===== src/rtl/quad_enc_counter.sv =====
// -----------------------------------------------------------------------------
// quad_enc_counter
//   Quadrature encoder front end for one wheel. The raw A/B pins are
//   synchronised (two flops each), glitch-filtered (FILT_LEN identical samples
//   required) and decoded at 4x resolution into a wrapping signed position
//   count plus a direction flag for the motor controller.
//
// Ports
//   i_Clock  : system clock
//   i_Rst    : synchronous active-high reset
//   i_EncA   : raw encoder channel A (asynchronous)
//   i_EncB   : raw encoder channel B (asynchronous)
//   i_Zero   : synchronous clear of count and error flag
//   o_EncCnt : two's-complement position count, wraps modulo 2^CNT_W
//   o_WhlDir : direction of last valid step, 1 = forward
//   o_Step   : one-cycle pulse on every valid count update
//   o_Err    : sticky flag, set on a two-bit (illegal) transition
// -----------------------------------------------------------------------------
module quad_enc_counter #(
  parameter int CNT_W    = 24,
  parameter int FILT_LEN = 3,
  parameter bit INVERT   = 1'b0
) (
  input  logic             i_Clock,
  input  logic             i_Rst,
  input  logic             i_EncA,
  input  logic             i_EncB,
  input  logic             i_Zero,
  output logic [CNT_W-1:0] o_EncCnt,
  output logic             o_WhlDir,
  output logic             o_Step,
  output logic             o_Err
);

  localparam logic [3:0]       FILT_MAX = 4'(FILT_LEN);
  localparam logic [CNT_W-1:0] CNT_ONE  = {{(CNT_W-1){1'b0}}, 1'b1};

  // Maps the Gray-coded {A,B} state onto its position in the forward cycle
  // 00 -> 10 -> 11 -> 01, so a forward step is a +1 (mod 4) position change.
  function automatic logic [1:0] phase_pos(input logic [1:0] ab);
    phase_pos = {ab[0], ab[1] ^ ab[0]};
  endfunction

  logic [1:0] sync1;
  logic [1:0] sync2;
  logic [1:0] cand;
  logic [3:0] run;
  logic [1:0] qs;
  logic [1:0] qs_prev;
  logic       init;
  logic       qs_upd;

  logic [3:0] run_next;
  logic       qualify;
  logic [1:0] delta;
  logic       is_fwd;
  logic       is_rev;
  logic       is_bad;
  logic       cnt_up;
  logic       cnt_dn;

  // Filter run length and qualification of a new filtered state
  always_comb begin
    run_next = 4'd1;
    if (sync2 == cand) begin
      // Saturate so long stable periods never wrap the counter.
      if (run >= FILT_MAX) begin
        run_next = FILT_MAX;
      end else begin
        run_next = run + 4'd1;
      end
    end else begin
      run_next = 4'd1;
    end
    // While initialising, any qualified value loads Qs, even one equal to it.
    qualify = (run_next >= FILT_MAX) && (init || (sync2 != qs));
  end

  // Classify the Qs change registered in the previous cycle
  always_comb begin
    delta  = phase_pos(qs) - phase_pos(qs_prev);
    is_fwd = qs_upd && (delta == 2'd1);
    is_rev = qs_upd && (delta == 2'd3);
    is_bad = qs_upd && (delta == 2'd2);
    if (INVERT) begin
      cnt_up = is_rev;
      cnt_dn = is_fwd;
    end else begin
      cnt_up = is_fwd;
      cnt_dn = is_rev;
    end
  end

  // Synchroniser, filter state and registered decode outputs
  always_ff @(posedge i_Clock) begin
    if (i_Rst) begin
      sync1    <= 2'b00;
      sync2    <= 2'b00;
      cand     <= 2'b00;
      run      <= 4'd0;
      qs       <= 2'b00;
      qs_prev  <= 2'b00;
      init     <= 1'b1;
      qs_upd   <= 1'b0;
      o_EncCnt <= '0;
      o_WhlDir <= 1'b1;
      o_Step   <= 1'b0;
      o_Err    <= 1'b0;
    end else begin
      sync1 <= {i_EncA, i_EncB};
      sync2 <= sync1;
      cand  <= sync2;
      run   <= run_next;

      // The initialising load is flagged as "no update" so it never counts.
      if (qualify) begin
        qs      <= sync2;
        qs_prev <= qs;
        init    <= 1'b0;
        qs_upd  <= ~init;
      end else begin
        qs_upd  <= 1'b0;
      end

      o_Step <= is_fwd | is_rev;

      if (is_fwd | is_rev) begin
        o_WhlDir <= cnt_up;
      end else begin
        o_WhlDir <= o_WhlDir;
      end

      // A coincident zero discards the step but the pulse and direction stand.
      if (i_Zero) begin
        o_EncCnt <= '0;
      end else if (cnt_up) begin
        o_EncCnt <= o_EncCnt + CNT_ONE;
      end else if (cnt_dn) begin
        o_EncCnt <= o_EncCnt - CNT_ONE;
      end else begin
        o_EncCnt <= o_EncCnt;
      end

      if (i_Zero) begin
        o_Err <= 1'b0;
      end else if (is_bad) begin
        o_Err <= 1'b1;
      end else begin
        o_Err <= o_Err;
      end
    end
  end

endmodule


===== config.mk =====
export PLATFORM = sky130hd
export DESIGN_NAME = quad_enc_counter
export DESIGN_NICKNAME = d
export VERILOG_FILES = /design/src/rtl/quad_enc_counter.sv
export SDC_FILE = /design/constraint.sdc
export NUM_CORES = 1
export LEC_CHECK = 0
export CAP_MARGIN = 20
export CORE_ASPECT_RATIO = 1.25
export CORE_UTILIZATION = 63
export CTS_BUF_LIST = sky130_fd_sc_hd__clkbuf_2
export DETAILED_ROUTE_END_ITERATION = 8
export PLACE_DENSITY = 0.95
export SLEW_MARGIN = 20
export SYNTH_ARGS = -nofsm -noshare
export SYNTH_HDL_FRONTEND = slang
export SYNTH_SLANG_ARGS = --single-unit

===== constraint.sdc =====
create_clock -name i_Clock -period 7.6 [get_ports i_Clock]
set_input_delay 1.9 -clock i_Clock [delete_from_list [all_inputs] [get_ports i_Clock]]
set_output_delay 1.9 -clock i_Clock [all_outputs]
set_load 0.03 [all_outputs]

==> summary.md, run 1 <==
| Metric | Value |
|---|---|
| Critical path peak fanout | 25 |
| Buffer depth of the longest clock path | 2 |
| Number of hold buffers added after cts | 0 |
| Relative max-transition margin | 34.8% |
| Cells after synthesis | 326 |
| Fmax | 232 MHz |
| Reg-to-reg startpoint | qs[1] |
| WS Path Type | flip-flop to flip-flop |
| Share of the synthesized area in the top cell type | 31.5% |
| Worst Hold Slack | 0.463 ns |
| Predominant post-synthesis flop cell | dfxtp_1 |
| Global-route wire length before repair | 9960 um |
| Clk sinks | 43 |
| Filler Cells Inserted | 326 |
| Clock tree from TritonCTS | built |
| Worst reg-to-reg setup slack | 3.28 ns |
| Max-slew violations | 0 |
| Num CTS Buffers | 5 |
| Initial antenna violation count | 0 |
| Number of synthesized flops with an enable pin | 0 |
| Clock skew | 0.0289 ns |
| Vias in the first global route | 2373 |
| Fin crit period | 4.32 ns |
| Max Cap Viol | 0 |
| Overall fraction of global-route tracks in use | 28.7% |
| Final sum of negative setup slack | 0 ns |
| Count of yosys warnings during synthesis | 0 |
| Pre-CTS worst setup slack | 3.25 ns |
| Class of the tightest hold or removal check | flip-flop to flip-flop |
| Post-Syn Area | 0.00273 mm^2 |
| Non-filler instance count after layout | 413 |
| Total area of multi-input combinational cells | 0.00179 mm^2 |
| Setup repair after global routing missed its margin | false |
| Data arrival time of the critical path | 4.70 ns |
| DRT iter0 DRCs | 146 |
| Post-CTS sizing | 0 |
| Max H-tree Level | 2 |
| Clock-pin transition on the worst setup and hold timing paths | 0.23 ns |
| Count of input and output buffers | 31 |
| Via Count | 2471 |
| Leakage Power | 1.34 nW |
| Dpl cells | 405 |
| Total inserted antenna cells | 0 |
| Standard-cell rows | 26 |
| Kind of cell adding the most delay to the critical path | compound AO/OA/AOI/OAI gates |
| Number of iterations in the first detailed-routing pass | 5 |
| Reg2Reg Capture Point | o_EncCnt[17] |
| Library cell occupying the most area in the post-synthesis netlist | dfxtp_1 |
| Mean routed wirelength per cell | 14.7 um |
| Total congestion overflow | 0 |
| Final WL | 6080 um |
| Share of the clock period used by the worst path | 56.8% |
| Total setup violations reported at the end of the flow | 0 |
| DRC | 0 |
| Number of unique standard cell types used by synthesis | 55 |
| Final Cell Area | 0.00311 mm^2 |
| WHS Path Cells | 1 |
| Setup crit end kind | flip-flop |
| Net total in the final layout | 387 |
| RD Place Congestion | 0.956 |
| Buf/Inv on CP | 0 |
| Required time of the worst setup path | 7.98 ns |
| Destination of the worst hold path | sync2[1] |
| Clock latency reported for the late side of the worst-skew pair | 0.42 ns |
| Top post-synthesis cells by area | dfxtp_1 (32%), ha_1 (11%), xnor2_1 (6.1%) |
| Syn-to-layout area delta | 14.0% |
| Initial core utilization | 66.1% |
| Number of synthesized register bits | 43 |
| Area after detailed placement | 0.00307 mm^2 |
| Total power density per cell area | 128 mW/mm^2 |
| Share of final-layout standard cells stronger than drive strength 1 | 5.88% |
| Per-instance average area after synthesis | 8.38 um^2 |
| Die Footprint | 0.00460 mm^2 |
| Critical path's slowest cell | nand2_1 |
| Worst R2R Path Depth | 14 |
| Sequential cell area | 861 um^2 |
| Routed via count divided by cell count | 5.98 |
| I/O pin count | 32 |
| Final hold violation count | 0 |
| Element type at the critical path start | flip-flop |
| Min setup slack post-route | 3.28 ns |
| Largest net degree at the start of global routing | 26 |
| Dpl hpwl | 4530 um |
| Total core area | 0.00413 mm^2 |
| Result of the run | finished clean |
| CTS root buffer | clkbuf_2 |
| Measured slew at the worst slew-check pin | 0.975 ns |
| Die Y | 75.6 um |
| Proportion of synthesized chip area in sequential cells | 31.5% |
| Worst hold path startpoint | sync1[1] |
| Slowest stage delay, CP | 0.65 ns |
| Post CTS Setup Buffer Count | 0 |
| Ordered list of cells on the worst path | xnor2_1 -> ha_1 -> xnor2_1 -> xor2_1 -> nand2_1 -> ha_1 -> a21oi_1 -> o211ai_2 -> a31oi_2 -> o21a_2 -> nor2_1 -> a311o_1 -> and2_1 -> o21ai_1 |
| Antenna violation net count after detailed routing | 0 |
| Peak supply drop | 0.000137 V |
| DIE WIDTH | 60.9 um |
| Async set-reset flop share out of synthesis | 0% |
==> placed cells by master, fill, tap and decap left out, types with 3 or more instances in the layout <==
| master | n |
|---|---|
| nor2b_1 | 9 |
| a211oi_1 | 3 |
| mux2i_1 | 6 |
| nand2b_1 | 3 |
| clkbuf_2 | 5 |
| o21a_1 | 3 |
| ha_1 | 25 |
| xor2_1 | 7 |
| nand2_1 | 43 |
| dfxtp_1 | 43 |
| xnor2_1 | 19 |
| a21o_1 | 9 |
| nor2_1 | 25 |
| a21oi_1 | 27 |
| clkdlybuf4s50_1 | 31 |
| nor3_1 | 6 |
| inv_1 | 7 |
| o21bai_1 | 8 |
| o21ai_0 | 16 |
| nand3_1 | 5 |
| o21ai_1 | 8 |
| and3_1 | 4 |
==> sequential cells by signal, summed over array words and instances (netlist names) <==
name / flops
o_Err: 1
init: 1
sync1: 2
o_EncCnt: 24
o_WhlDir: 1
qs_prev: 2
qs: 2
cand: 2
sync2: 2
run: 4
o_Step: 1
qs_upd: 1
==> cell families after synthesis <==
kind of cell / synth area share, %
simple gates: 18.8
mux: 2.20
buf+inv: 3.07
xor+xnor: 8.34
fa+ha+maj: 12.2
flops: 31.5
other cells: 0.137
compound gates: 23.7
==> per-stage QoR <==
stage,utilization (%),power (mW)
after floorplan,-,0.288
after global placement,74.3,0.299
after detailed placement,74.3,0.301
after CTS,75.4,0.400
after global routing,75.4,0.419
final,75.4,0.400
==> Yosys cell counts (4+ instances only) <==
cell type   n
ha_1       25
a21oi_1    27
xnor2_1    19
inv_1       7
o21bai_1    8
a21o_1      9
o21ai_1     8
nand2_1    43
nand3_1     5
o21ai_0    16
mux2i_1     6
nor2b_1     9
and3_1      4
nor3_1      6
nor2_1     25
xor2_1      7
clkbuf_1    7
dfxtp_1    43
==> layer usage <==
| metal | GRT usage, % | part of all wire (%) | up-vias |
|---|---|---|---|
| li1 | - | - | 1224 |
| met1 | 31.9 | 42 | 1159 |
| met2 | 53.6 | 52 | 79 |
| met3 | 6.28 | 4.7 | 9 |
| met4 | 8.84 | 1.0 | 0 |
| met5 | 0 | 0 | - |
==> worst max-delay path by stage <==
| stage | from | endpoint | slack, ns | depth (start not counted) |
|---|---|---|---|---|
| floorplan | qs[0] | o_EncCnt[21] | 3.90 | 15 |
| global placement | i_Rst | o_EncCnt[21] | 3.27 | 5 |
| detailed placement | i_Rst | o_EncCnt[21] | 3.25 | 5 |
| CTS | qs[1] | o_EncCnt[23] | 3.29 | 14 |
| global route | qs[0] | o_EncCnt[23] | 2.94 | 14 |
| finish | qs[1] | o_EncCnt[17] | 3.28 | 14 |
==> worst register-to-register path, delay by kind of cell, from the launching register on <==
kind / cells / cell delay, ns
simple gates: 3 / 0.90
xor+xnor: 3 / 0.63
fa+ha+maj: 2 / 0.85
compound gates: 6 / 1.42
flops: 1 / 0.48
==> power by group <==
group          leakage (nW)  switching [mW]  internal, mW
Combinational         0.966          0.0352        0.0277
Sequential            0.350         0.00390         0.231
Clock                0.0250          0.0802        0.0218
==> final cells by class <==
type | instances | area share (%)
multi-input combinational | 266 | 57.5
timing repair buffer | 32 | 10.2
clock inverter | 3 | 0.643
sequential | 43 | 27.6
clock buffer | 5 | 0.804
inverter | 8 | 0.964
tap | 56 | 2.25
Power figures use the tool's default switching activity.
==> run 2: changes to the inputs <==
--- a/config.mk
+++ b/config.mk
@@ -7,10 +7,10 @@
 export LEC_CHECK = 0
 export CAP_MARGIN = 20
 export CORE_ASPECT_RATIO = 1.25
-export CORE_UTILIZATION = 63
+export CORE_UTILIZATION = 52
 export CTS_BUF_LIST = sky130_fd_sc_hd__clkbuf_2
 export DETAILED_ROUTE_END_ITERATION = 8
-export PLACE_DENSITY = 0.95
+export PLACE_DENSITY = 0.86
 export SLEW_MARGIN = 20
 export SYNTH_ARGS = -nofsm -noshare
 export SYNTH_HDL_FRONTEND = slang
==> constraint.sdc (replaced) <==
create_clock -name i_Clock -period 3.6 [get_ports i_Clock]
set_input_delay 0.9 -clock i_Clock [delete_from_list [all_inputs] [get_ports i_Clock]]
set_output_delay 0.9 -clock i_Clock [all_outputs]
set_load 0.03 [all_outputs]
==> run 2 against run 1 <==
  * Critical path depth is the same
  * Sequential power is 110% higher
  * Count of clock-buffer cells in the layout unchanged
  * Sequential share of layout area fell by 1.0 points
  * Utilization is 11 points lower
  * Global-route usage down 6.1 points
  * Total power is 120% higher
  * Register-to-register slack worse by 3.1 ns
  * First-iteration DRC count increased by 4.8%
  * Clock power is 130% higher
  * Worst setup slack worse by 3.1 ns
  * Wire length shrank 2.2%
  * Critical endpoint is now o_EncCnt[22]
  * Largest cell class unchanged
==> summary.md, run 2 (synthesis gave the netlist of run 1 again) <==
| Metric | Value |
|---|---|
| WHS Path Cells | 1 (unchanged) |
| Largest net degree at the start of global routing | 22 (-15%) |
| Reg2Reg Capture Point | o_EncCnt[22] |
| Clock skew | 0.0110 ns (-0.0179 ns) |
| Clk sinks | 43 (unchanged) |
| CTS root buffer | clkbuf_2 |
| Die Y | 83.0 um (+9.8%) |
| Final hold violation count | 0 (unchanged) |
| Dpl hpwl | 4370 um (-3.6%) |
| First element of the critical path | qs[0] |
| Highest-utilization routing layer at the global route stage | met2 |
| Worst hold path startpoint | sync1[0] |
| Max FFs per register | 24 (unchanged) |
| Routing usage on met1 | 28.1% (-3.8 points) |
| Initial core utilization | 53.8% (-12 points) |
| Total power density per cell area | 270 mW/mm^2 (+110%) |
| Relative max-transition margin | 51.6% (+17 points) |
| Clock latency reported for the late side of the worst-skew pair | 0.42 ns (about the same) |
| Max-slew violations | 0 (unchanged) |
| Setup crit end kind | flip-flop |
| Worst R2R Path Depth | 14 (unchanged) |
| Die Footprint | 0.00555 mm^2 (+20%) |
| Leakage Power | 1.40 nW (+4.8%) |
| Most frequent standard cell in the layout excluding fill and tap cells | nand2_1 |
| Initial antenna violation count | 0 (unchanged) |
| Filler Cells Inserted | 437 (+34%) |
| Total core area | 0.00508 mm^2 (+23%) |
| Global-route wire length before repair | 9940 um (-0.20%) |
| Fin crit period | 3.42 ns (-0.901 ns) |
| Peak supply drop | 0.000274 V (+100%) |
| Reg-to-reg startpoint | qs[0] |
| Required time of the worst setup path | 3.94 ns (-4.04 ns) |
| Mean routed wirelength per cell | 13.8 um (-6.3%) |
| Registers with the most flip-flops | o_EncCnt: 24 flops, run: 4 flops |
| Share of final-layout standard cells stronger than drive strength 1 | 10.8% (+5.0 points) |
| Clock-pin transition on the worst setup and hold timing paths | 0.26 ns (+0.03 ns) |
| I/O pin count | 32 (unchanged) |
| Total area of multi-input combinational cells | 0.00182 mm^2 (+1.4%) |
| DRC | 0 (unchanged) |
| Vias in the first global route | 2303 (-2.9%) |
| Total congestion overflow | 0 (unchanged) |
| Element type at the critical path start | flip-flop |
| Net total in the final layout | 399 (+3.1%) |
| Standard-cell rows | 29 (+12%) |
| Fmax | 293 MHz (+26%) |
| Syn-to-layout area delta | 18.9% |
| Register with the most flip-flops | o_EncCnt |
| Antenna violation net count after detailed routing | 0 (unchanged) |
| Number of iterations in the first detailed-routing pass | 4 (-1) |
| Num CTS Buffers | 5 (unchanged) |
| Destination of the worst hold path | sync2[0] |
| Grt met3 use | 3.85% (-2.4 points) |
| Final WL | 5940 um (-2.2%) |
| Class of the tightest hold or removal check | flip-flop to flip-flop |
| Non-filler instance count after layout | 431 (+4.4%) |
| DRT iter0 DRCs | 153 (+4.8%) |
| WS Path Type | flip-flop to flip-flop |
| Dpl cells | 422 (+4.2%) |
| Total inserted antenna cells | 0 (unchanged) |
| Worst Hold Slack | 0.466 ns (+0.00264 ns) |
| M2 GR Usage | 37.6% (-16 points) |
| Buffer depth of the longest clock path | 2 (unchanged) |
| Share of the clock period used by the worst path | 94.9% (+38 points) |
| Count of input and output buffers | 31 (unchanged) |
| Sequential cell area | 865 um^2 (+0.44%) |
| Overall fraction of global-route tracks in use | 22.6% (-6.1 points) |
| Total setup violations reported at the end of the flow | 0 (unchanged) |
| Highest-count cells in the layout ignoring fill and taps | nand2_1 (42), dfxtp_1 (40), clkdlybuf4s50_1 (31), a21oi_1 (27), nor2_1 (25) |
| Max H-tree Level | 2 (unchanged) |
| Critical path peak fanout | 13 (-48%) |
| Clock tree from TritonCTS | built |
| Measured slew at the worst slew-check pin | 0.724 ns (-0.252 ns) |
| Worst reg-to-reg setup slack | 0.18 ns (-3.10 ns) |
| Via Count | 2461 (-0.40%) |
| RD Place Congestion | 0.887 (-7.3%) |
| Max Cap Viol | 0 (unchanged) |
| Data arrival time of the critical path | 3.76 ns (-0.94 ns) |
| DIE WIDTH | 66.8 um (+9.7%) |
| Result of the run | finished clean |
| Routed via count divided by cell count | 5.71 (-4.6%) |
## run 2: report_power, final
part | switching (mW) | internal, mW | leakage (nW)
combinational | 0.0753 | 0.0654 | 1.02
clock | 0.183 | 0.0553 | 0.0339
sequential | 0.00832 | 0.489 | 0.351
## run 2: critical path: stages, from the launching register on
cell and delay [ns]:
dfxtp_2 0.42, xnor2_1 0.14, ha_1 0.23, xnor2_2 0.23
xor2_2 0.23, nand2_4 0.16, ha_2 0.42, nand3_1 0.10
nor2_1 0.19, and3_1 0.18, a21oi_1 0.09, a21o_1 0.24
a2111oi_2 0.36, mux2i_1 0.23, o311ai_1 0.12
## run 2: stage by stage
stage	area [um^2]	setup slack, ns	setup TNS (ns)	total power, mW	utilization [%]
detailed placement	3160	0.0130	0	0.641	62.2
floorplan	2740	0.116	0	0.608	-
global route	3250	-0.0169	-0.0169	0.917	63.9
global placement	3160	0.128	0	0.637	62.2
CTS	3210	0.0237	0	0.879	63.3
finish	3250	0.183	0	0.876	63.9
## run 2: layout make-up
class	count	area share, %
multi-input combinational	266	55.9
clock inverter	3	0.809
tap	62	2.39
timing repair buffer	44	12.6
sequential	43	26.6
clock buffer	5	0.771
inverter	8	0.925
## run 2: timing repair
action | 4_1_cts | 5_1_grt
pin swaps | 0 | 1
gates resized for setup | 1 | 6
cloned | 0 | 0
hold endpoints to repair | 0 | 0
hold buffers | 0 | 0
setup buffers | 0 | 1
endpoints found under the setup margin | 1 | 11
## run 2: metal layers
metal,routed length [um],up-vias
li1,-,1244
met1,2660,1150
met2,2990,59
met3,196,8
met4,86,0
met5,0,-
## run 2: worst max path at each step
stage                     slack (ns)  cells after the start      endpoint
final                           0.18                     14  o_EncCnt[22]
after global routing           -0.02                     14  o_EncCnt[22]
after CTS                       0.02                     14  o_EncCnt[22]
after detailed placement        0.01                     14  o_EncCnt[22]
after global placement          0.13                     14  o_EncCnt[22]
after floorplan                 0.12                     15  o_EncCnt[21]
